[config.mk]
export PLATFORM = sky130hd
export DESIGN_NAME = booth_controller
export DESIGN_NICKNAME = d
export VERILOG_FILES = /design/src/rtl/booth_pkg.sv /design/src/rtl/booth_iter_counter.sv /design/src/rtl/booth_controller.sv
export SDC_FILE = /design/constraint.sdc
export NUM_CORES = 1
export LEC_CHECK = 0
export ABC_AREA = 1
export CORE_AREA = 2 2 39 41
export DETAILED_ROUTE_END_ITERATION = 6
export DIE_AREA = 0 0 41 43
export DONT_BUFFER_PORTS = 1
export PLACE_DENSITY = 0.46
export RECOVER_POWER = 50
export SKIP_LAST_GASP = 1
export SLEW_MARGIN = 25
export SYNTH_ARGS = -nofsm -noshare
export SYNTH_HDL_FRONTEND = slang
export SYNTH_SLANG_ARGS = --single-unit
[constraint.sdc]
create_clock -name clk -period 1.8 [get_ports clk]
set_input_delay 0.27 -clock clk [delete_from_list [all_inputs] [get_ports clk]]
set_output_delay 0.27 -clock clk [all_outputs]
set_load 0.02 [all_outputs]
[src/rtl/booth_pkg.sv]
// ---------------------------------------------------------------------------
// booth_pkg
//  Shared definitions for the radix-2 Booth multiplier controller:
//   - state_t      : controller state encoding (3 bits, one spare code)
//   - BOOTH_ADD/SUB: {Y[0], Y[-1]} codes that need an add or a subtract
//   - WIDTH_DEF    : default operand width (= number of Booth iterations)
// ---------------------------------------------------------------------------
package booth_pkg;

   localparam int WIDTH_DEF = 6;

   localparam logic [1:0] BOOTH_ADD = 2'b01;  // A <= A + X
   localparam logic [1:0] BOOTH_SUB = 2'b10;  // A <= A - X

   typedef enum logic [2:0] {
      ST_IDLE   = 3'd0,
      ST_LDX    = 3'd1,
      ST_LDY    = 3'd2,
      ST_ADD    = 3'd3,
      ST_SHIFT  = 3'd4,
      ST_OUT_HI = 3'd5,
      ST_OUT_LO = 3'd6
   } state_t;

endpackage

[src/rtl/booth_iter_counter.sv]
// ---------------------------------------------------------------------------
// booth_iter_counter
//  Counts completed Booth iterations.
//  Ports:
//   clk   in  clock, rising edge
//   rst   in  asynchronous active-low reset
//   clr   in  restart the count at zero (operand load)
//   inc   in  advance the count by one (shift of a non-final iteration)
//   last  out count has reached WIDTH-1, i.e. the current iteration is the final one
// ---------------------------------------------------------------------------
module booth_iter_counter #(
   parameter int WIDTH = 6,
   parameter int CNT_W = 3
) (
   input  logic clk,
   input  logic rst,
   input  logic clr,
   input  logic inc,
   output logic last
);

   logic [CNT_W-1:0] r_count;

   // NOTE: sequential state uses non-blocking assignments so every register
   // samples the pre-edge values, independent of block ordering.
   always_ff @(posedge clk or negedge rst) begin
      if (!rst) begin
         r_count <= '0;
      end else if (clr) begin
         r_count <= '0;
      end else if (inc) begin
         r_count <= r_count + CNT_W'(1);
      end
   end

   assign last = (r_count == CNT_W'(WIDTH - 1));

endmodule

[src/rtl/booth_controller.sv]
// ---------------------------------------------------------------------------
// booth_controller
//  Sequencer for a radix-2 Booth multiplier datapath: loads X then Y from the
//  shared input bus, runs WIDTH add/sub-then-shift iterations steered by
//  {Y[0], Y[-1]}, then presents the product as two words (A, then Y).
//  Ports:
//   clk, rst                 clock; asynchronous active-low reset
//   start                    operation request, honoured only in IDLE
//   Y0Yminus1                {Y[0], Y[-1]} from the datapath
//   ready                    controller idle
//   ldX, ldY, ldA            datapath register loads
//   initA, initYminusOne     clear A / clear Y[-1]
//   aBarS                    adder select (0: A+X, 1: A-X)
//   shRA, shRY, ldYminusOne  iteration shift controls (same edge)
//   selL, selR               bus enables for A / Y (mutually exclusive)
//   outValid, done           product word valid; done marks the low word
// ---------------------------------------------------------------------------
module booth_controller
   import booth_pkg::*;
#(
   parameter int WIDTH = WIDTH_DEF,
   parameter int CNT_W = 3
) (
   input  logic       clk,
   input  logic       rst,
   input  logic       start,
   input  logic [1:0] Y0Yminus1,
   output logic       ready,
   output logic       ldX,
   output logic       ldY,
   output logic       ldA,
   output logic       initA,
   output logic       initYminusOne,
   output logic       aBarS,
   output logic       shRA,
   output logic       shRY,
   output logic       ldYminusOne,
   output logic       selL,
   output logic       selR,
   output logic       outValid,
   output logic       done
);

   state_t r_state;
   state_t w_next;
   logic   w_last;
   logic   w_cnt_clr;
   logic   w_cnt_inc;

   booth_iter_counter #(
      .WIDTH (WIDTH),
      .CNT_W (CNT_W)
   ) u_iter_counter (
      .clk  (clk),
      .rst  (rst),
      .clr  (w_cnt_clr),
      .inc  (w_cnt_inc),
      .last (w_last)
   );

   always_ff @(posedge clk or negedge rst) begin
      if (!rst) begin
         r_state <= ST_IDLE;
      end else begin
         r_state <= w_next;
      end
   end

   // NOTE: every signal driven here gets a default before the case so no
   // path leaves one unassigned, which would otherwise infer a latch.
   always_comb begin
      w_next        = ST_IDLE;
      w_cnt_clr     = 1'b0;
      w_cnt_inc     = 1'b0;
      ready         = 1'b0;
      ldX           = 1'b0;
      ldY           = 1'b0;
      ldA           = 1'b0;
      initA         = 1'b0;
      initYminusOne = 1'b0;
      aBarS         = 1'b0;
      shRA          = 1'b0;
      shRY          = 1'b0;
      ldYminusOne   = 1'b0;
      selL          = 1'b0;
      selR          = 1'b0;
      outValid      = 1'b0;
      done          = 1'b0;

      case (r_state)
         ST_IDLE: begin
            ready  = 1'b1;
            w_next = start ? ST_LDX : ST_IDLE;
         end
         ST_LDX: begin
            ldX    = 1'b1;
            w_next = ST_LDY;
         end
         ST_LDY: begin
            ldY           = 1'b1;
            initA         = 1'b1;
            initYminusOne = 1'b1;
            w_cnt_clr     = 1'b1;
            w_next        = ST_ADD;
         end
         ST_ADD: begin
            // Only the 01/10 Booth codes touch A; 00/11 just fall through to the shift.
            if (Y0Yminus1 == BOOTH_SUB) begin
               ldA   = 1'b1;
               aBarS = 1'b1;
            end else if (Y0Yminus1 == BOOTH_ADD) begin
               ldA   = 1'b1;
            end
            w_next = ST_SHIFT;
         end
         ST_SHIFT: begin
            shRA        = 1'b1;
            shRY        = 1'b1;
            ldYminusOne = 1'b1;
            if (w_last) begin
               w_next = ST_OUT_HI;
            end else begin
               w_cnt_inc = 1'b1;
               w_next    = ST_ADD;
            end
         end
         ST_OUT_HI: begin
            selL     = 1'b1;
            outValid = 1'b1;
            w_next   = ST_OUT_LO;
         end
         ST_OUT_LO: begin
            selR     = 1'b1;
            outValid = 1'b1;
            done     = 1'b1;
            w_next   = ST_IDLE;
         end
         default: begin
            // Spare encoding: outputs stay at their all-zero defaults, recover to IDLE.
            w_next = ST_IDLE;
         end
      endcase
   end

endmodule
==> out/summary.txt, run 1 <==
Hold worst-path end -> r_state[0]
Setup_tns -> 0 ps
Clock slew seen by the registers of the worst setup and hold paths -> 50 ps
First drt pass iteration count -> 4
Final Hold Fails -> 0
Largest net degree at the start of global routing -> 9
Vias per cell -> 4.47
Post-route ant nets -> 0
Post-synthesis sequential area ratio -> 33.8%
Clock root cell -> clkbuf_4
Gpl congestion -> 0.817
Worst-Margin Slew -> 499 ps
Clk sink count -> 6
Worst setup margin -> 160 ps
#FFs+latches synth -> 6
Critical Path Source Type -> register
Ant diodes -> 0
Std cell rows -> 14
Share of cells above drive strength 1 -> 17.7%
Hold crit path type -> input pin to register
First-pass GRT wire length -> 1.36 mm
Reg2reg end -> u_iter_counter.r_count[1]
RSZ-0062 raised after global routing -> no
Half-perimeter wire length after detailed placement -> 642 µm
Reg2reg start -> r_state[0]
Slowest stage delay, CP -> 470 ps
Initial Util -> 32.1%
CP Class -> register to primary output
Clk_skew -> 2.24 ps
Static Leak -> 0.273 nW
Flop2flop setup slack -> 580 ps
Slew HR -> 66.7%
Initial antenna violation count -> 0
Critical Path AT -> 1370 ps
Status -> finished, final reports clean
Distinct cells, synth -> 14
Clk_lat worst skew -> 240 ps
Setup violations, final -> 0
YS warnings -> 0
Area delta synth->final -> 3.94%
Vias in the first global route -> 334
Syn Area/Cell -> 7.16 µm²
Num CTS Buffers -> 3
Syn nets -> 70
Critical Path RT -> 1530 ps
Final min period -> 1640 ps
Pwr dens -> 2000 nW/µm²
Die height -> 43 µm
Total of max-cap violations -> 0
Chip width -> 41 µm
CP max FO -> 8
IR drop worst, VDD -> 814 µV
Final max-slew violation count -> 0
Setup crit start -> r_state[2]
Crit-path cells -> inv_2 -> nand3_2 -> inv_1
R2R depth -> 5
PortBufs -> 0
GRT Overall Usage -> 11.2%
Die area -> 1760 µm²
Via Count -> 349
Routed WL -> 840 µm
Grt ovf -> 0
Core Region -> 1380 µm²
Hold WS -> 183 ps
Synthesized area -> 444 µm²
Commonest non-fill, non-tap cell in the layout -> nand2_1
Post-CTS setup buffer count -> 0
H-tree Lvls -> 1
Endpoint class of the critical path -> primary output
Clock Tree Buf Depth -> 2
Total Nets Final -> 72
Most frequent cells in the layout -> nand2_1, inv_1, nand3_1
Hold Path Depth -> 2
Routed wire per std cell -> 10.8 µm
DR DRC count -> 0
Num ports -> 19
Synth Instances -> 62
Slowest cell on crit path -> dfrtp_1
CTS tree -> done
Setup slack at placement -> 415 ps
Hold path start -> start
Drt initial violations -> 10
F_max -> 0.610 GHz
Post-route clock period utilization -> 91.1%
critical path: cells and delay by family (launching register included):
| kind | cells | cell delay, ps |
|---|---|---|
| buffers and inverters | 2 | 530 |
| DFF | 1 | 470 |
| and+or+nand+nor | 1 | 120 |
timing repair:
item                                    CTS  global route
endpoints found under the setup margin    0             0
endpoints found under the hold margin     6             0
resized for setup                         0             0
hold buffers                              1             0
logic make-up after synthesis:
| logic type | after synthesis | synth area share [%] |
|---|---|---|
| simple gates | 32 | 34.9 |
| buf+inv | 19 | 20.6 |
| flops | 6 | 33.8 |
| fa+ha+maj | 3 | 8.45 |
| compound gates | 2 | 2.25 |
routing by layer:
layer	global-route usage, %	vias to the layer above	share of wire [%]
li1	-	185	-
met1	17.7	154	50
met2	12.5	10	44
met3	2.62	0	5.8
met4	8.00	0	0
met5	0	-	0
worst max path at each step:
stage | endpoint | slack [ps]
after CTS | initYminusOne | 140
final | initA | 160
after global routing | initYminusOne | 90
after floorplan | selR | 430
after detailed placement | initYminusOne | 410
after global placement | initYminusOne | 420
registers in the layout (all words and copies together) (netlist names):
signal	cells
r_state	3
u_iter_counter.r_count	3
per-stage QoR:
stage,utilization [%],cells,area (µm²),power [mW]
6_report,33.4,78,462,0.924
5_1_grt,33.4,78,462,0.999
4_1_cts,33.9,78,469,0.940
3_5_place_dp,31.6,74,437,0.804
3_3_place_gp,31.6,74,437,0.810
2_1_floorplan,-,62,444,0.779
cell usage after synthesis:
cell | n | area [µm²]
inv_1 | 10 | 37.5
nor2_4 | 1 | 11.3
inv_2 | 3 | 11.3
nand2_2 | 1 | 6.26
buf_4 | 5 | 37.5
dfrtp_1 | 6 | 150
nand3_2 | 2 | 20.0
nand3_1 | 8 | 40.0
nor2_1 | 7 | 26.3
nand2_1 | 12 | 45.0
clkbuf_2 | 1 | 5.00
o21ai_0 | 2 | 10.0
nand4_1 | 1 | 6.26
ha_1 | 3 | 37.5
report_power, final:
group | switching (mW) | total (mW) | internal, mW | leakage (nW)
combinational | 0.367 | 0.496 | 0.129 | 0.181
sequential | 0.101 | 0.302 | 0.201 | 0.0780
clock | 0.0498 | 0.125 | 0.0755 | 0.0138
final cells by class:
type	count	area, µm²
Multi-Input combinational cell	37	198
Fill cell	156	922
Tap cell	16	20.0
Clock buffer	3	22.5
Timing Repair Buffer	3	22.5
Sequential cell	6	150
Inverter	13	48.8
Power figures use the tool's default switching activity.
==> run 2: changes to the inputs <==
--- a/config.mk
+++ b/config.mk
@@ -10,6 +10,7 @@
 export DETAILED_ROUTE_END_ITERATION = 6
 export DIE_AREA = 0 0 41 43
 export DONT_BUFFER_PORTS = 1
+export MAX_ROUTING_LAYER = met4
 export PLACE_DENSITY = 0.46
 export RECOVER_POWER = 50
 export SKIP_LAST_GASP = 1
==> run 2 against run 1 <==
Compared with the run above: combinational power is essentially flat; critical endpoint unchanged; critical path depth stayed put; clock-buffer cell count is the same; sequential power barely moved; fmax is essentially flat; clock skew shrank 1.9 ps.
==> out/summary.txt, run 2 (same netlist as run 1, synthesis figures left out) <==
Drt initial violations -> 11 (+1)
GRT Overall Usage -> 11.5% (+0.28 points)
Flop pwr share -> 32.8% (about the same)
Hold crit path type -> input pin to register
Worst-Margin Slew -> 499 ps (+0.000417 ps)
Routed WL -> 849 µm (+1.1%)
Clock root cell -> clkbuf_4
IR drop worst, VDD -> 810 µV (-0.51%)
CP Class -> register to primary output
Initial Util -> 32.1% (unchanged)
Critical Path AT -> 1370 ps (about the same)
Post-cts hold buffer count -> 1 (unchanged)
Slew HR -> 66.7% (unchanged)
RSZ-0062 raised after global routing -> no
Clk sink count -> 6 (unchanged)
Vias per cell -> 4.45 (-0.57%)
Die height -> 43 µm (unchanged)
DR DRC count -> 0 (unchanged)
Core Region -> 1380 µm² (unchanged)
Post-CTS setup buffer count -> 0 (unchanged)
Num CTS Buffers -> 3 (unchanged)
Area delta synth->final -> 3.66%
Status -> finished, final reports clean
Final Hold Fails -> 0 (unchanged)
Half-perimeter wire length after detailed placement -> 642 µm (unchanged)
First-pass GRT wire length -> 1.36 mm (unchanged)
Die area -> 1760 µm² (unchanged)
Power Internal -> 0.404 mW (-0.33%)
Critical Path RT -> 1530 ps (about the same)
Setup_tns -> 0 ps (unchanged)
Multi-input gate area -> 198 µm² (unchanged)
Ant diodes -> 0 (unchanged)
Vias in the first global route -> 332 (-0.60%)
Commonest non-fill, non-tap cell in the layout -> nand2_1
Post-route clock period utilization -> 91.2% (about the same)
Total of max-cap violations -> 0 (unchanged)
Chip width -> 41 µm (unchanged)
Grt ovf -> 0 (unchanged)
Static Leak -> 0.270 nW (-1.3%)
Final min period -> 1640 ps (+1.31 ps)
F_max -> 0.609 GHz (about the same)
Fill cells -> 157 (+0.64%)
Dpl cell area -> 437 µm² (unchanged)
Total Nets Final -> 72 (unchanged)
H-tree Lvls -> 1 (unchanged)
Clk_skew -> 0.354 ps (-1.89 ps)
Num ports -> 19 (unchanged)
FF/Latch Area -> 150 µm² (unchanged)
Gpl congestion -> 0.830 (+1.5%)
Share of cells above drive strength 1 -> 16.1% (-1.6 points)
Design area -> 460 µm² (-0.27%)
Pwr dens -> 2000 nW/µm² (+0.19%)
Setup violations, final -> 0 (unchanged)
Resize count post-CTS -> 0 (unchanged)
Sw Share -> 56.2% (+0.11 points)
Post-route ant nets -> 0 (unchanged)
Initial antenna violation count -> 0 (unchanged)
Via Count -> 347 (-0.57%)
PortBufs -> 0 (unchanged)
Clock slew seen by the registers of the worst setup and hold paths -> 40 ps (about the same)
Sw Pwr -> 0.519 mW (+0.11%)
Clock Tree Buf Depth -> 2 (unchanged)
Comb pwr share -> 53.8% (about the same)
Endpoint class of the critical path -> primary output
Critical Path Source Type -> register
Top Registers -> r_state: 3 flops, u_iter_counter.r_count: 3 flops
Final max-slew violation count -> 0 (unchanged)
CP max FO -> 8 (unchanged)
Routed wire per std cell -> 10.9 µm (+1.1%)
First drt pass iteration count -> 4 (unchanged)
Std cell rows -> 14 (unchanged)
CTS tree -> done
Clock share of power -> 13.4% (-0.2 points)
Largest net degree at the start of global routing -> 9 (unchanged)
Most frequent cells in the layout -> nand2_1, inv_1, nand3_1
Clk_lat worst skew -> 240 ps (about the same)
[run 2: cell counts in the layout (fill, tap and decap cells not counted)]
No cell type changed its count.
[run 2: critical path: stages (launching register included)]
cell     delay [ps]
dfrtp_1         470
inv_2           130
nand3_2         120
inv_1           410
[run 2: layer usage]
metal / global-route usage, % / vias up / share of wire, %
met1: 18.0 / 151 / 51
met4: 8.00 / 0 / 0
met5: - / - / 0
met2: 12.5 / 12 / 43
met3: 2.09 / 0 / 6.1
li1: - / 184 / -
[run 2: cell type report]
cell class	count	area share [%]
inverters	13	10.6
well taps	16	4.35
flip-flops and latches	6	32.6
multi-input cells	37	42.9
clock buffers	3	4.89
repair buffers	3	4.62
[run 2: through the flow]
stage	util [%]	power [mW]	hold slack (ps)	instances	setup WS [ps]
4_1_cts	33.9	0.940	169	78	136
5_1_grt	33.3	0.998	190	78	88.6
6_report	33.3	0.923	188	78	159
2_1_floorplan	-	0.779	-25.6	62	426
3_5_place_dp	31.6	0.804	-25.3	74	415
3_3_place_gp	31.6	0.810	-25.3	74	419
[run 2: power groups by stage]
stage	logic, mW	clock network [mW]	registers [mW]
6_report	0.497	0.123	0.303
5_1_grt	0.551	0.132	0.315
4_1_cts	0.507	0.131	0.302
3_5_place_dp	0.500	0	0.304
3_3_place_gp	0.506	0	0.304
2_1_floorplan	0.515	0	0.264
[run 2: path summary, 6_finish.rpt]
path,cells after the start,end,startpoint,slack [ps]
min in group asynchronous,1,u_iter_counter.r_count[2],rst,350
hold reg to reg,2,u_iter_counter.r_count[1],u_iter_counter.r_count[1],540
setup / recovery,3,initA,r_state[2],160
hold / removal,2,r_state[0],start,190
max in group asynchronous,1,r_state[0],rst,1220
setup reg to reg,5,u_iter_counter.r_count[1],r_state[0],590
